**src/rtl/window_scan_ctrl_if.sv**
```systemverilog
// Pixel-stream handshake and coordinate bundle between an upstream raster source
// and window_scan_ctrl.
interface window_scan_ctrl_if #(
  parameter int unsigned XW = 11,
  parameter int unsigned YW = 10
);
  logic          in_valid;
  logic          in_ready;
  logic          pixel_valid;
  logic [XW-1:0] x;
  logic [YW-1:0] y;

  modport master (output in_valid, input in_ready, input pixel_valid, input x, input y);
  modport slave  (input in_valid, output in_ready, output pixel_valid, output x, output y);
endinterface

```
**src/rtl/window_scan_ctrl.sv**
```systemverilog
// Frame-scan sequencer for the 3x3 line-buffer / sliding-window datapath.
// Optional macro SWCTRL_HBLANK_EN inserts H_BLANK idle cycles after every non-final row.
module window_scan_ctrl #(
  parameter int unsigned IMG_W = 640,
  parameter int unsigned IMG_H = 480,
  parameter int unsigned XW    = 11,
  parameter int unsigned YW    = 10
`ifdef SWCTRL_HBLANK_EN
  , parameter int unsigned H_BLANK = 4
`endif
) (
  input  logic                clk,
  input  logic                reset,
  input  logic                start,
  window_scan_ctrl_if.slave   pix,
  output logic                lb_wr_en,
  output logic [1:0]          lb_wr_sel,
  output logic [1:0]          lb_rd_rot,
  output logic                win_valid,
  output logic [XW-1:0]       win_x,
  output logic [YW-1:0]       win_y,
  output logic                busy,
  output logic                frame_done
);

  typedef enum logic [1:0] {
    S_IDLE = 2'd0,
    S_RUN  = 2'd1,
    S_DONE = 2'd2
`ifdef SWCTRL_HBLANK_EN
    , S_HBLANK = 2'd3
`endif
  } state_e;

`ifdef SWCTRL_HBLANK_EN
  localparam int unsigned BW = (H_BLANK > 1) ? $clog2(H_BLANK) : 1;
  logic [BW-1:0] blank_q, blank_d;
`endif

  state_e        state_q, state_d;
  logic [XW-1:0] x_q, x_d, win_x_q;
  logic [YW-1:0] y_q, y_d, win_y_q;
  logic [1:0]    sel_q, sel_d, rot_q, rot_d;
  logic          in_ready_q, busy_q, frame_done_q, win_valid_q;
  logic          pv_c, last_col_c, last_row_c;

  function automatic logic [1:0] inc3(input logic [1:0] v);
    return (v == 2'd2) ? 2'd0 : v + 2'd1;
  endfunction

  assign pv_c       = pix.in_valid && in_ready_q;
  assign last_col_c = (x_q == XW'(IMG_W - 1));
  assign last_row_c = (y_q == YW'(IMG_H - 1));

  // Next-state, counter and bank-rotation logic
  always_comb begin
    state_d = state_q;
    x_d     = x_q;
    y_d     = y_q;
    sel_d   = sel_q;
    rot_d   = rot_q;
`ifdef SWCTRL_HBLANK_EN
    blank_d = blank_q;
`endif
    case (state_q)
      S_IDLE: begin
        if (start) begin
          state_d = S_RUN;
          x_d     = '0;
          y_d     = '0;
          sel_d   = 2'd0;
          rot_d   = 2'd1;
        end
      end
      S_RUN: begin
        if (pv_c) begin
          if (last_col_c) begin
            sel_d = inc3(sel_q);
            rot_d = inc3(inc3(sel_q));
            if (last_row_c) begin
              state_d = S_DONE;
            end else begin
              x_d = '0;
              y_d = y_q + YW'(1);
`ifdef SWCTRL_HBLANK_EN
              state_d = S_HBLANK;
              blank_d = '0;
`endif
            end
          end else begin
            x_d = x_q + XW'(1);
          end
        end
      end
`ifdef SWCTRL_HBLANK_EN
      S_HBLANK: begin
        blank_d = blank_q + BW'(1);
        if (blank_q == BW'(H_BLANK - 1)) state_d = S_RUN;
      end
`endif
      S_DONE:  state_d = S_IDLE;
      default: state_d = S_IDLE;
    endcase
  end

  // State, counters and status flags
  always_ff @(posedge clk or negedge reset) begin
    if (!reset) begin
      state_q      <= S_IDLE;
      x_q          <= '0;
      y_q          <= '0;
      sel_q        <= 2'd0;
      rot_q        <= 2'd0;
      in_ready_q   <= 1'b0;
      busy_q       <= 1'b0;
      frame_done_q <= 1'b0;
`ifdef SWCTRL_HBLANK_EN
      blank_q      <= '0;
`endif
    end else begin
      state_q      <= state_d;
      x_q          <= x_d;
      y_q          <= y_d;
      sel_q        <= sel_d;
      rot_q        <= rot_d;
      in_ready_q   <= (state_d == S_RUN);
      busy_q       <= (state_d != S_IDLE);
      frame_done_q <= (state_d == S_DONE);
`ifdef SWCTRL_HBLANK_EN
      blank_q      <= blank_d;
`endif
    end
  end

  // Window qualifier aligned with the one-stage sliding-window register
  always_ff @(posedge clk or negedge reset) begin
    if (!reset) begin
      win_valid_q <= 1'b0;
      win_x_q     <= '0;
      win_y_q     <= '0;
    end else begin
      win_valid_q <= pv_c && (x_q >= XW'(2)) && (y_q >= YW'(2));
      if (pv_c) begin
        win_x_q <= x_q - XW'(1);
        win_y_q <= y_q - YW'(1);
      end
    end
  end

  assign pix.in_ready    = in_ready_q;
  assign pix.pixel_valid = pv_c;
  assign pix.x           = x_q;
  assign pix.y           = y_q;
  assign lb_wr_en        = pv_c;
  assign lb_wr_sel       = sel_q;
  assign lb_rd_rot       = rot_q;
  assign win_valid       = win_valid_q;
  assign win_x           = win_x_q;
  assign win_y           = win_y_q;
  assign busy            = busy_q;
  assign frame_done      = frame_done_q;

endmodule

```
**src/flat_wrapper.sv**
```systemverilog
// flat-port wrapper written by rule: the top's interface ports become plain ports
module window_scan_ctrl_flat 
#(
  parameter int unsigned IMG_W = 640,
  parameter int unsigned IMG_H = 480,
  parameter int unsigned XW    = 11,
  parameter int unsigned YW    = 10

)
  (clk, reset, start, lb_wr_en, lb_wr_sel, lb_rd_rot, win_valid, win_x, win_y, busy, frame_done, pix_in_valid, pix_in_ready, pix_pixel_valid, pix_x, pix_y);
  window_scan_ctrl_if #(.XW(XW), .YW(YW)) pix_i ();
  input  logic clk;
  input  logic reset;
  input  logic start;
  output logic lb_wr_en;
  output logic [1:0] lb_wr_sel;
  output logic [1:0] lb_rd_rot;
  output logic win_valid;
  output logic [XW-1:0] win_x;
  output logic [YW-1:0] win_y;
  output logic busy;
  output logic frame_done;
  input wire logic [$bits(pix_i.in_valid)-1:0] pix_in_valid;
  output wire logic [$bits(pix_i.in_ready)-1:0] pix_in_ready;
  output wire logic [$bits(pix_i.pixel_valid)-1:0] pix_pixel_valid;
  output wire logic [$bits(pix_i.x)-1:0] pix_x;
  output wire logic [$bits(pix_i.y)-1:0] pix_y;
  assign pix_i.in_valid = pix_in_valid;
  assign pix_in_ready = pix_i.in_ready;
  assign pix_pixel_valid = pix_i.pixel_valid;
  assign pix_x = pix_i.x;
  assign pix_y = pix_i.y;
  window_scan_ctrl #(.IMG_W(IMG_W), .IMG_H(IMG_H), .XW(XW), .YW(YW)) u_core (.clk(clk), .reset(reset), .start(start), .pix(pix_i), .lb_wr_en(lb_wr_en), .lb_wr_sel(lb_wr_sel), .lb_rd_rot(lb_rd_rot), .win_valid(win_valid), .win_x(win_x), .win_y(win_y), .busy(busy), .frame_done(frame_done));
endmodule
```
**config.mk**
```make
export PLATFORM = sky130hd
export DESIGN_NAME = window_scan_ctrl_flat
export DESIGN_NICKNAME = d
export VERILOG_FILES = /design/src/rtl/window_scan_ctrl_if.sv /design/src/rtl/window_scan_ctrl.sv /design/src/flat_wrapper.sv
export SDC_FILE = /design/constraint.sdc
export NUM_CORES = 1
export LEC_CHECK = 0
export ABC_CLOCK_PERIOD_IN_PS = 2700
export CAP_MARGIN = 20
export CELL_PAD_IN_SITES_DETAIL_PLACEMENT = 1
export CELL_PAD_IN_SITES_GLOBAL_PLACEMENT = 2
export CORE_ASPECT_RATIO = 0.6
export CORE_UTILIZATION = 31
export CTS_CLUSTER_DIAMETER = 150
export CTS_CLUSTER_SIZE = 20
export DETAILED_ROUTE_END_ITERATION = 10
export GPL_TIMING_DRIVEN = 0
export PLACE_DENSITY_LB_ADDON = 0.1
export SLEW_MARGIN = 0
export SYNTH_ARGS = -nofsm -noshare
export SYNTH_HDL_FRONTEND = slang
export SYNTH_SLANG_ARGS = --single-unit
```
**constraint.sdc**
```tcl
create_clock -name clk -period 2.7 [get_ports clk]
set_clock_uncertainty 0.1 [all_clocks]
set_input_delay 0.54 -clock clk [delete_from_list [all_inputs] [get_ports clk]]
set_output_delay 0.54 -clock clk [all_outputs]
set_load 0.1 [all_outputs]
```
==> flow_summary.ini, run 1 <==
[status]
outcome = complete, no violations

[synth]
netlist_top_cells_area = dfrtp_1 46%, nand2_1 5.2%, o21ai_0 5.0%
synthDistinctLibCells = 60
netlist_instances = 298
synth-edff-count = 0
seq_area_frac_synth_pct = 45.6
synth_flop_cell = dfrtp_1
synth.avg_cell_area_sq_um = 9.40
syn-num-nets = 308
netlist.area_leader.share_pct = 45.6
ys_ff_latch = 51
async_reset_ff_share_pct = 100
netlist_area_sq_um = 2800
yosys_warnings = 0
synth_largest_area_cell = dfrtp_1

[min_path]
worst_hold_path_type = primary input to async pin

[floorplan]
start_util_pct = 32.5
die-area_sq_um = 9430
row_count = 26
fp.dieH_um = 75.6
die_w_um = 125
core-area_sq_um = 8620
num_io_pins = 56

[power_and_ir_drop]
ir_worst_vdd_mv = 0.463
power_density_nw_per_um2 = 969
p_leak_uw = 0.00154

[global_route]
grt_pass1_wl_um = 13700
met2_usage_pct = 28.5
grt_overflow = 0
use_met3_pct = 4.00
grt_antenna_before_repair = 0
grt_pass1_vias = 2523
grtUsageMet1_pct = 27.9
grt_max_degree = 37
grt.total_usage_pct = 18.9
grt_busiest_layer = met2

[placement]
io_buffers = 55
post-place-ws_ns = -0.904
dp_hpwl_um = 6350
place_area_sq_um = 3510
place_congestion = 0.818

[layout]
final_area_sq_um = 3660
drive_gt1_share_pct = 11.1
synthToLayoutAreaGrowth_pct = 30.8
final_nets = 370
final_util_pct = 42.5
final_cell_mix = 50 x dfrtp_1, 46 x clkdlybuf4s50_1, 39 x nand2_1
final_common_cell = dfrtp_1
n_fill_cell = 969
seq_area_sq_um = 1280
multiInputGateArea_sq_um = 1370
antennaDiodeCount = 0

[critical_path]
r2r-start = u_core.pix.x[0]
cp.arrival_ns = 2.02
required_ns = 2.06
crit_type = register to output pin
path_max_fanout = 8
critPathTopFamily = buffers and inverters
path_buf_inv = 1
cp-start-kind = register
crit_path_max_incr_delay_ns = 1.20
crit_slowest_cell = clkdlybuf4s50_1
regToRegEndpoint = u_core.pix.y[1]
reg2reg_depth = 6
critical_path_depth = 1
reg2reg_setup_slack_ns = 0.22
endpoint_kind = output pin
path_cells = clkdlybuf4s50_1

[sta]
fmax_ghz = 0.375
slew_violations = 0
tightest_slew_ns = 0.978
hold_viol = 0
slew_headroom_pct = 34.6
fin_crit_ns = 2.66
rsz0062_at_grt = false
setup_violations = 0
setup_ws_ns = 0.0363
finalCritPeriodShare_pct = 98.7

[detailed_routing]
totalWireLength_um = 8480
viasPerCell = 5.23
postRouteAntennaNets = 0
drt_pass1_iterations = 4
drt_iter0_markers = 146
wl_per_cell_um = 17.9
num_vias = 2473
drc_errors = 0

[clock_network]
path_clk_slew_ns = 0.07
clockBufferDepth = 2
postCtsSetupBuffers = 0
clock_latency_ns = 0.29
cts_buffers = 5
tritoncts = yes
h-tree-depth = 2
cts.sinks = 51
cts_root_buf = clkbuf_16

[flow_run]
cap_violations = 0
[power by group]
| part | internal (uW) | leakage, uW | total [uW] | switching [uW] |
|---|---|---|---|---|
| sequential | 902 | 0.000638 | 1050 | 144 |
| combinational | 416 | 0.000828 | 1830 | 1410 |
| clock | 371 | 0.0000731 | 671 | 299 |
| total | 1690 | 0.00154 | 3550 | 1860 |
[sequential cells by signal, indices dropped and copies added, names as in the netlist]
register	count
u_core.frame_done	1
u_core.win_y	10
u_core.win_valid	1
u_core.win_x	11
u_core.lb_rd_rot	1
u_core.pix.y	10
u_core.pix.in_ready	1
u_core.busy	1
u_core.state_q	2
u_core.lb_wr_sel	2
u_core.pix.x	11
[stage by stage]
stage	instances	setup TNS [ns]	hold WS (ns)	total power [uW]
3_3_place_gp	465	-38.73	0.360	2880
4_1_cts	473	0	0.0841	3580
6_report	473	0	0.0785	3550
3_5_place_dp	466	-1.69	0.372	2910
5_1_grt	473	0	0.0986	3700
2_1_floorplan	298	0	0.144	2430
[final cells by class]
class	count	area share, %
Inverter	10	1.13
Timing Repair Buffer	56	15.4
Tap cell	112	3.83
Clock inverter	2	0.444
Multi-Input combinational cell	217	37.4
Clock buffer	6	3.79
Sequential cell	51	34.9
Buffer	19	3.07
[logic make-up (layout without fill, tap and decap cells)]
logic type / Yosys count / after routing / synth area share, %
flops: 51 / 51 / 45.6
xor+xnor: 19 / 19 / 5.94
buf+inv: 30 / 93 / 5.50
fa+ha+maj: 6 / 6 / 2.68
mux: 2 / 2 / 0.804
compound gates: 65 / 65 / 14.4
simple gates: 125 / 125 / 25.1
[worst max-delay path by stage]
stage / slack, ns / end / startpoint
6_report: 0.04 / pix_x[5] / u_core.pix.x[5]
3_5_place_dp: -0.90 / pix_pixel_valid / pix_in_valid
4_1_cts: 0.009 / pix_x[8] / u_core.pix.x[8]
3_3_place_gp: -0.93 / pix_pixel_valid / pix_in_valid
2_1_floorplan: 0.02 / u_core.pix.y[9] / u_core.pix.x[0]
5_1_grt: 0.005 / pix_y[8] / u_core.pix.y[8]
[worst reg2reg max path, delay by kind of cell, from the launching register on]
kind,cells,cell delay [ns]
and+or+nand+nor,3,0.69
AOI/OAI and AO/OA,2,0.66
adders and majority gates,1,0.33
DFF,1,0.55
[routing by layer]
layer / up-vias / share of wire, %
met2: 40 / 41
met4: 0 / 0.73
met3: 7 / 3.2
li1: 1198 / -
met1: 1228 / 55
met5: - / 0
[repair_timing]
item / 4_1_cts / 5_1_grt
setup endpoints to repair: 4 / 5
resized for setup: 12 / 5
pin swaps: 0 / 0
hold buffers: 0 / 0
[synth_stat cells (3+ instances only)]
| library cell | instances |
|---|---|
| dfrtp_1 | 51 |
| nand2_1 | 39 |
| o21ai_0 | 28 |
| nand3_1 | 17 |
| a21oi_1 | 12 |
| xnor2_1 | 12 |
| clkbuf_1 | 10 |
| inv_1 | 10 |
| nor2_1 | 10 |
| nor3_1 | 7 |
| or3_1 | 7 |
| xor2_1 | 7 |
| ha_1 | 6 |
| nand4_1 | 6 |
| nor4_1 | 5 |
| and2_1 | 4 |
| o31ai_1 | 4 |
| or4_1 | 4 |
| and3_1 | 3 |
| buf_2 | 3 |
Power figures use the tool's default switching activity.
==> run 2, diff against run 1 <==
--- a/config.mk
+++ b/config.mk
@@ -9,10 +9,9 @@
 export CAP_MARGIN = 20
 export CELL_PAD_IN_SITES_DETAIL_PLACEMENT = 1
 export CELL_PAD_IN_SITES_GLOBAL_PLACEMENT = 2
-export CORE_ASPECT_RATIO = 0.6
 export CORE_UTILIZATION = 31
 export CTS_CLUSTER_DIAMETER = 150
-export CTS_CLUSTER_SIZE = 20
+export CTS_CLUSTER_SIZE = 28
 export DETAILED_ROUTE_END_ITERATION = 10
 export GPL_TIMING_DRIVEN = 0
 export PLACE_DENSITY_LB_ADDON = 0.1
==> flow_summary.ini, run 2 (synthesis results as in run 1) <==
[status]
outcome = complete, no violations

[sta]
slew_headroom_pct = 34.7
rsz0062_at_grt = false
tightest_slew_ns = 0.978
tns_ns = 0
hold_viol = 0
fin_crit_ns = 2.64
slew_violations = 0
fmax_ghz = 0.379
finalCritPeriodShare_pct = 97.7
setup_violations = 0
setup_ws_ns = 0.0622

[floorplan]
start_util_pct = 32.1
fp.dieH_um = 97.0
row_count = 34
core-area_sq_um = 8720
num_io_pins = 56
die_w_um = 97.0
die-area_sq_um = 9420

[critical_path]
cp.arrival_ns = 2.00
crit_type = register to output pin
cp-start-kind = register
path_cells = clkdlybuf4s50_1
endpoint_kind = output pin
critPathTopFamily = buffers and inverters
path_buf_inv = 1
path_max_fanout = 7
crit_path_max_incr_delay_ns = 1.19
required_ns = 2.06
crit_slowest_cell = clkdlybuf4s50_1

[clock_network]
cts_root_buf = clkbuf_8
h-tree-depth = 2
cts.sinks = 51
path_clk_slew_ns = 0.11
clock_latency_ns = 0.31
cts_hold_buf = 0
clockBufferDepth = 2
tritoncts = yes
cts_buffers = 5

[global_route]
grt_antenna_before_repair = 0
grt_pass1_vias = 2575
grt_pass1_wl_um = 13400
grt_max_degree = 30
grt.total_usage_pct = 17.3
grt_overflow = 0

[power_and_ir_drop]
finalPower_uw = 3410
power_density_nw_per_um2 = 938
ir_worst_vdd_mv = 0.332
p_leak_uw = 0.00152

[layout]
final_area_sq_um = 3630
multiInputGateArea_sq_um = 1390
final_cell_mix = 50 x dfrtp_1, 44 x clkdlybuf4s50_1, 39 x nand2_1
synthToLayoutAreaGrowth_pct = 29.6
seq_area_sq_um = 1280
drive_gt1_share_pct = 11.1
final_common_cell = dfrtp_1
final_util_pct = 41.6
n_fill_cell = 997
final_nets = 370
antennaDiodeCount = 0

[placement]
place_congestion = 0.780
io_buffers = 55
post-place-ws_ns = -0.844
place_area_sq_um = 3510
dp_hpwl_um = 5800

[detailed_routing]
drc_errors = 0
drt_pass1_iterations = 4
wl_per_cell_um = 16.5
drt_iter0_markers = 76
num_vias = 2472
totalWireLength_um = 7740
viasPerCell = 5.27
postRouteAntennaNets = 0

[flow_run]
cap_violations = 0

[min_path]
worst_hold_path_type = primary input to async pin
## run 2: cell types whose count changed in the layout (fill, tap and decap cells not counted), sizes merged
cell,delta
clkdlybuf4s50,-2
dlygate4sd2,+2
bufinv,+1
clkbuf,-2
inv,+1
buf,+1
clkinv,-1
## run 2: power breakdown
| group | switching (uW) | internal [uW] | total [uW] |
|---|---|---|---|
| clock network | 281 | 280 | 560 |
| logic | 1390 | 414 | 1810 |
| registers | 137 | 901 | 1040 |
| total | 1810 | 1590 | 3410 |
## run 2: what timing repair did
item / 4_1_cts / 5_1_grt
pin swaps: 0 / 0
setup buffers: 0 / 0
setup endpoints to repair: 6 / 7
resized for setup: 11 / 8
## run 2: cell type report
type / instances / share of cell area, %
plain buffers: 19 / 3.10
clock buffers: 5 / 1.90
clock inverters: 3 / 1.28
inverters: 10 / 1.14
multi-input cells: 217 / 38.2
flip-flops and latches: 51 / 35.2
well taps: 108 / 3.72
repair buffers: 56 / 15.5
## run 2: worst paths after layout
kind / from / endpoint / slack (ns) / cells after the start
min: reset / u_core.win_x[2] / 0.10 / 1
max: u_core.pix.x[9] / pix_x[9] / 0.06 / 1
min in group clk: u_core.win_y[6] / u_core.win_y[6] / 0.39 / 2
min reg2reg: u_core.win_y[6] / u_core.win_y[6] / 0.39 / 2
max in group asynchronous: reset / u_core.pix.y[2] / 1.82 / 2
max reg2reg: u_core.pix.x[0] / u_core.pix.y[4] / 0.25 / 6
## run 2: layer usage
layer | vias up | track usage, % | share of wire, %
met5 | - | 0 | 0
met4 | 0 | 2.76 | 0.62
met3 | 4 | 2.60 | 2.8
met2 | 44 | 27.6 | 45
met1 | 1235 | 25.2 | 51
li1 | 1189 | - | -
## run 2: through the flow
stage | cells | hold slack [ns]
floorplan | 298 | 0.144
global placement | 461 | 0.360
detailed placement | 462 | 0.372
CTS | 469 | 0.121
global route | 469 | 0.149
finish | 469 | 0.100
